### src/rtl/matmul_pkg.sv
// Shared types and helpers for the matrix multiply-accumulate engine:
// FSM state encoding, dimension limit, address packing and result clamping.
package matmul_pkg;

   typedef enum logic [2:0] {
      ST_IDLE,
      ST_LOAD,
      ST_ISSUE,
      ST_FLUSH,
      ST_WRITE,
      ST_FIN
   } state_t;

   function automatic int max_dim(input int dim_w);
      return 1 << dim_w;
   endfunction

   // Row-major packing with a fixed row pitch of 2**dim_w elements.
   function automatic logic [31:0] pack_addr(input logic [31:0] row,
                                             input logic [31:0] col,
                                             input int dim_w);
      return (row << dim_w) | col;
   endfunction

   // Clamp a wide signed value to data_w bits, or just keep its low bits.
   function automatic logic [63:0] sat_or_trunc(input logic signed [127:0] v,
                                                input int data_w,
                                                input logic sat);
      logic signed [127:0] hi;
      logic signed [127:0] lo;
      hi = (128'sd1 <<< (data_w - 1)) - 128'sd1;
      lo = -hi - 128'sd1;
      if (sat && (v > hi)) return hi[63:0];
      if (sat && (v < lo)) return lo[63:0];
      return v[63:0];
   endfunction

endpackage

### src/rtl/mac_unit.sv
// Signed multiply-accumulate with synchronous clear and a saturating or
// truncating DATA_W-bit view of the accumulator.
module mac_unit
   import matmul_pkg::*;
#(
   parameter int DATA_W = 32,
   parameter int ACC_W  = 72
) (
   input  logic                     clk,
   input  logic                     reset,
   input  logic                     clear,
   input  logic                     acc_en,
   input  logic                     sat_en,
   input  logic signed [DATA_W-1:0] a,
   input  logic signed [DATA_W-1:0] b,
   output logic [DATA_W-1:0]        result
);

   logic signed [ACC_W-1:0]    acc_q;
   logic signed [2*DATA_W-1:0] prod;

   assign prod = a * b;

   always_ff @(posedge clk) begin
      if (reset || clear) begin
         acc_q <= '0;
      end else if (acc_en) begin
         acc_q <= acc_q + ACC_W'(prod);
      end
   end

   assign result = DATA_W'(sat_or_trunc(128'(acc_q), DATA_W, sat_en));

endmodule

### src/rtl/matrix_mac_engine.sv
// Computes C = A x B one element at a time, reading A/B through one-cycle
// latency ports and writing each finished C element once.
//
// state | meaning
// IDLE  | waiting for start; dims/sat_en captured on start
// LOAD  | validate dims, clear indices and accumulator
// ISSUE | read A[i][k], B[k][j]; k advances each cycle
// FLUSH | accumulate the last returning product
// WRITE | write C[i][j], step j/i
// FIN   | done pulse (with error when dims were rejected)
module matrix_mac_engine
   import matmul_pkg::*;
#(
   parameter int DATA_W = 32,
   parameter int ACC_W  = 72,
   parameter int DIM_W  = 4
) (
   input  logic                clk,
   input  logic                reset,
   input  logic                start,
   input  logic [DIM_W:0]      dim_m,
   input  logic [DIM_W:0]      dim_k,
   input  logic [DIM_W:0]      dim_n,
   input  logic                sat_en,
   output logic                busy,
   output logic                done,
   output logic                error,
   output logic                a_rd_en,
   output logic [2*DIM_W-1:0]  a_rd_addr,
   input  logic [DATA_W-1:0]   a_rd_data,
   output logic                b_rd_en,
   output logic [2*DIM_W-1:0]  b_rd_addr,
   input  logic [DATA_W-1:0]   b_rd_data,
   output logic                c_wr_en,
   output logic [2*DIM_W-1:0]  c_wr_addr,
   output logic [DATA_W-1:0]   c_wr_data
);

   localparam int             MAX_DIM   = max_dim(DIM_W);
   localparam logic [DIM_W:0] MAX_DIM_V = (DIM_W+1)'(MAX_DIM);
   localparam logic [DIM_W:0] ONE_D     = (DIM_W+1)'(1);
   localparam logic [DIM_W-1:0] ONE_I   = DIM_W'(1);

   state_t state_q, state_d;

   logic [DIM_W:0]   dim_m_q, dim_k_q, dim_n_q;
   logic             sat_q, err_q, issue_q;
   logic [DIM_W-1:0] i_q, j_q, k_q;
   logic             dims_bad, last_i, last_j, last_k;
   logic             mac_clear;
   logic [DATA_W-1:0] mac_result;

   assign dims_bad = (dim_m_q == '0) || (dim_k_q == '0) || (dim_n_q == '0) ||
                     (dim_m_q > MAX_DIM_V) || (dim_k_q > MAX_DIM_V) ||
                     (dim_n_q > MAX_DIM_V);
   assign last_i = ({1'b0, i_q} == (dim_m_q - ONE_D));
   assign last_j = ({1'b0, j_q} == (dim_n_q - ONE_D));
   assign last_k = ({1'b0, k_q} == (dim_k_q - ONE_D));

   always_ff @(posedge clk) begin
      if (reset) state_q <= ST_IDLE;
      else       state_q <= state_d;
   end

   always_comb begin
      state_d   = state_q;
      busy      = 1'b0;
      done      = 1'b0;
      error     = 1'b0;
      a_rd_en   = 1'b0;
      b_rd_en   = 1'b0;
      c_wr_en   = 1'b0;
      a_rd_addr = '0;
      b_rd_addr = '0;
      c_wr_addr = '0;
      c_wr_data = '0;
      unique case (state_q)
         ST_IDLE: if (start) state_d = ST_LOAD;
         ST_LOAD: begin
            busy    = 1'b1;
            state_d = dims_bad ? ST_FIN : ST_ISSUE;
         end
         ST_ISSUE: begin
            busy      = 1'b1;
            a_rd_en   = 1'b1;
            b_rd_en   = 1'b1;
            a_rd_addr = (2*DIM_W)'(pack_addr(32'(i_q), 32'(k_q), DIM_W));
            b_rd_addr = (2*DIM_W)'(pack_addr(32'(k_q), 32'(j_q), DIM_W));
            if (last_k) state_d = ST_FLUSH;
         end
         ST_FLUSH: begin
            busy    = 1'b1;
            state_d = ST_WRITE;
         end
         ST_WRITE: begin
            busy      = 1'b1;
            c_wr_en   = 1'b1;
            c_wr_addr = (2*DIM_W)'(pack_addr(32'(i_q), 32'(j_q), DIM_W));
            c_wr_data = mac_result;
            state_d   = (last_i && last_j) ? ST_FIN : ST_ISSUE;
         end
         ST_FIN: begin
            done    = 1'b1;
            error   = err_q;
            state_d = ST_IDLE;
         end
         default: state_d = ST_IDLE;
      endcase
   end

   always_ff @(posedge clk) begin
      if (reset) begin
         dim_m_q <= '0;
         dim_k_q <= '0;
         dim_n_q <= '0;
         sat_q   <= 1'b0;
         err_q   <= 1'b0;
         issue_q <= 1'b0;
         i_q     <= '0;
         j_q     <= '0;
         k_q     <= '0;
      end else begin
         issue_q <= (state_q == ST_ISSUE);
         unique case (state_q)
            ST_IDLE: if (start) begin
               dim_m_q <= dim_m;
               dim_k_q <= dim_k;
               dim_n_q <= dim_n;
               sat_q   <= sat_en;
               err_q   <= 1'b0;
            end
            ST_LOAD: begin
               err_q <= dims_bad;
               i_q   <= '0;
               j_q   <= '0;
               k_q   <= '0;
            end
            ST_ISSUE: k_q <= k_q + ONE_I;
            ST_WRITE: begin
               k_q <= '0;
               if (last_j) begin
                  j_q <= '0;
                  i_q <= i_q + ONE_I;
               end else begin
                  j_q <= j_q + ONE_I;
               end
            end
            default: ;
         endcase
      end
   end

   // Products land one cycle after their issue, so accumulation trails ISSUE.
   assign mac_clear = (state_q == ST_LOAD) || (state_q == ST_WRITE);

   mac_unit #(
      .DATA_W (DATA_W),
      .ACC_W  (ACC_W)
   ) u_mac (
      .clk    (clk),
      .reset  (reset),
      .clear  (mac_clear),
      .acc_en (issue_q),
      .sat_en (sat_q),
      .a      (a_rd_data),
      .b      (b_rd_data),
      .result (mac_result)
   );

endmodule

### config.mk
export PLATFORM = sky130hd
export DESIGN_NAME = matrix_mac_engine
export DESIGN_NICKNAME = d
export VERILOG_FILES = /design/src/rtl/matmul_pkg.sv /design/src/rtl/mac_unit.sv /design/src/rtl/matrix_mac_engine.sv
export SDC_FILE = /design/constraint.sdc
export NUM_CORES = 2
export LEC_CHECK = 0
export CORE_MARGIN = 2
export CORE_UTILIZATION = 45
export DETAILED_ROUTE_END_ITERATION = 10
export SYNTH_ARGS = -nofsm -noshare
export SYNTH_HDL_FRONTEND = slang
export SYNTH_HIERARCHICAL = 1
export SYNTH_SLANG_ARGS = --single-unit
### constraint.sdc
create_clock -name clk -period 13.1 [get_ports clk]
set_input_delay 1.965 -clock clk [delete_from_list [all_inputs] [get_ports clk]]
set_output_delay 1.965 -clock clk [all_outputs]
set_load 0.1 [all_outputs]
==> key figures <==
Clocking
  • Hold Buf Count CTS: 0
  • Clk_lat worst skew: between 0.3 and 0.4 ns
  • H-tree level count: 3
  • Clk sinks: between 100 and 150
  • Clock root buffer: clkbuf_16
  • Clock edge transition at the registers on the reported setup and hold paths: about 0.07 ns
  • CTS tree: built
  • CTS Buf Count: 9
  • Post-CTS setup repair buffer count: 0
  • Longest Clk Path Bufs: 2
  • Post-cts resize count: 0

Synthesis
  • Net count of the mapped netlist: between 6000 and 7000
  • Synth area leaders: fa_1, inv_1, nand2_1
  • Register area share after synthesis: 0.0443
  • Mapped Cells: 5216
  • Synth cell types: a little under 90
  • Post-synthesis async set-or-reset flop share: 0
  • EDFF count, synth: 0
  • Main synth FF type: dfxtp_1
  • Mapped Area: 47500 µm²
  • Synth Warn #: 6
  • Avg Inst Size Synth: 9.10 µm²
  • Cell taking the most area after synthesis: fa_1
  • Yosys reg bits: about 110
  • Share of the synthesized area in the top cell type: 0.541

Detailed routing
  • Drt wl/cell: between 15 and 20 µm
  • TritonRoute pass-1 iters: 6
  • DRC errors left: 0
  • Vias/cell: about 5.1
  • Post-Route WL: 125000 µm
  • First DRT Iteration DRCs: between 1500 and 2000
  • Detail Route Antenna Nets: 0
  • Vias: around 34000

STA
  • Slew Limit Fails: 0
  • Fmax: 92.9 MHz
  • RSZ-0062 raised after global routing: false
  • Worst Skew: just under 0.01 ns
  • Final hold vios: 0
  • Min cycle time layout: roughly 11 ns
  • Final worst-path cycle share: 0.822
  • Max-slew headroom: 0.264
  • Worst-Margin Slew: roughly 1.1 ns
  • Final Setup Violations: 0
  • Setup TNS: 0 ns
  • Worst Setup Slack, final: between 2 and 2.5 ns

GRT
  • Grt total ovfl: 0
  • Largest net degree at the start of global routing: ~70
  • Total GRT Usage: 0.244
  • First-pass GRT wire length: 208000 µm
  • Vias in the first global route: ~37000
  • Antenna violations before repair: 1

Placement
  • GP Congestion: 0.893
  • IO buf count: ~140
  • Dpl cell area: 50200 µm²
  • Setup WS pre-CTS: about 1.9 ns
  • Hpwl dp: between 100000 and 150000 µm

Final layout
  • Fillers: between 10000 and 15000
  • Nets: approximately 6800
  • Commonest non-fill, non-tap cells in the layout: inv_1, fa_1, nand2_1
  • Area growth syn-to-layout: 6.43%
  • Diode count: 0
  • Commonest non-fill, non-tap cell in the layout: inv_1
  • Finished Cell Area: ~50000 µm²
  • Layout cells sized above 1: 0.0293

Critical path
  • Critical path class: input pin to flip-flop
  • Crit path launch type: input pin
  • WP data arrival: roughly 11 ns
  • Worst Setup SP: b_rd_data[5]
  • Worst r2r src: u_mac/acc_q[28]$_SDFFE_PP0P_
  • CP Data Required Time: about 13 ns
  • CP Max Fanout: 25
  • Crit. End Element: flip-flop

Die
  • FP Rows: between 100 and 150
  • Initial Util: 0.452
  • Full die area: 108000 µm²
  • Placeable Area: 105000 µm²
  • Die width: approximately 330 µm
  • DIE HEIGHT: 329 µm
  • IO Count: roughly 150

Min path
  • Min-Delay Path Class: flip-flop to flip-flop
  • Hold path start: dim_k_q[1]$_SDFFE_PP0P_

Job
  • Max-Cap Viols: 0

Outcome
  • Run status: complete, no violations
==> worst max-delay path, stage by stage <==
cell	delay, ns
clkdlybuf4s50_1	1.01
nand2_1	0.28
inv_1	0.15
fa_1	0.52
fa_1	0.60
inv_1	0.14
fa_2	1.12
fa_1	0.57
fa_1	0.52
inv_1	0.05
fa_1	0.52
inv_1	0.05
fa_1	0.45
fa_1	0.49
inv_1	0.04
ha_1	0.47
and3_1	0.26
nand2_1	0.12
nor4_2	0.37
o211ai_2	0.17
a311oi_2	0.36
a21boi_1	0.15
o31ai_2	0.31
mux2i_1	0.22
nand2_1	0.06
==> through the flow <==
step,hold slack (ns),util,instances
floorplan,0.449,-,5216
global placement,0.468,0.478,6565
detailed placement,0.475,0.478,6565
CTS,0.486,0.481,6581
global route,0.518,0.481,6581
finish,0.481,0.481,6581
==> sequential cells by signal (all words and copies together) (netlist names) <==
signal,flops
dim_k_q,5
dim_m_q,5
dim_n_q,5
err_q,1
i_q,4
issue_q,1
j_q,4
k_q,4
sat_q,1
state_q,3
u_mac/acc_q,72
==> cell type report <==
class,instances,area [µm²],share of cell area
clock buffer,10,239,0.00473
multi-input combinational,3516,39400,0.779
sequential,105,2110,0.0417
timing repair buffer,223,1990,0.0395
clock inverter,6,90.1,0.00178
tap,1391,1740,0.0344
inverter,1330,4990,0.0988
==> metal layers <==
metal  vias to the layer above  wire [µm]  global-route usage  part of all wire
li1                      15000          -                   -                 -
met1                     17900      55700               0.349              0.45
met2                       826      61000               0.407              0.49
met3                       110       6010              0.0237             0.048
met4                         0       2190              0.0467             0.018
met5                         -          0                   0                 0
==> worst paths after layout <==
kind                                   to  slack (ns)  cells after the start
max          u_mac/acc_q[70]$_SDFFE_PP0P_        2.33                     25
min               dim_k_q[1]$_SDFFE_PP0P_        0.48                      2
max reg2reg  u_mac/acc_q[68]$_SDFFE_PP0P_        5.19                     25
min reg2reg       dim_k_q[1]$_SDFFE_PP0P_        0.48                      2
==> kinds of logic (layout without fill, tap and decap cells) <==
| logic type | count (synthesis) | after routing | share of synthesized area |
|---|---|---|---|
| simple gates | 1530 | 1530 | 0.150 |
| compound gates | 323 | 323 | 0.0466 |
| xor+xnor | 88 | 88 | 0.0166 |
| mux | 48 | 48 | 0.0103 |
| flops | 105 | 105 | 0.0443 |
| fa+ha+maj | 1527 | 1527 | 0.605 |
| buf+inv | 1595 | 1569 | 0.127 |
==> cell usage after synthesis (8+ instances only) <==
cell type / count
inv_1: 1328
fa_1: 1284
nand2_1: 887
and2_1: 323
ha_1: 243
clkbuf_1: 231
nor2_1: 112
dfxtp_1: 105
a21oi_1: 102
xnor2_1: 51
mux2i_1: 43
a21o_1: 41
o21ai_0: 36
xor2_1: 35
nand4_1: 34
nor2b_1: 32
nand3_1: 27
and3_1: 24
buf_2: 18
nor3_1: 18
nor4_1: 17
o21bai_1: 17
nand2b_1: 13
o21a_1: 13
a31oi_1: 12
a211oi_1: 11
o21ai_1: 10
buf_1: 9
o31ai_1: 9
or3_1: 8
Power is not shown: default switching activity piles up to over one toggle a cycle in this logic, so the estimate is an artifact.
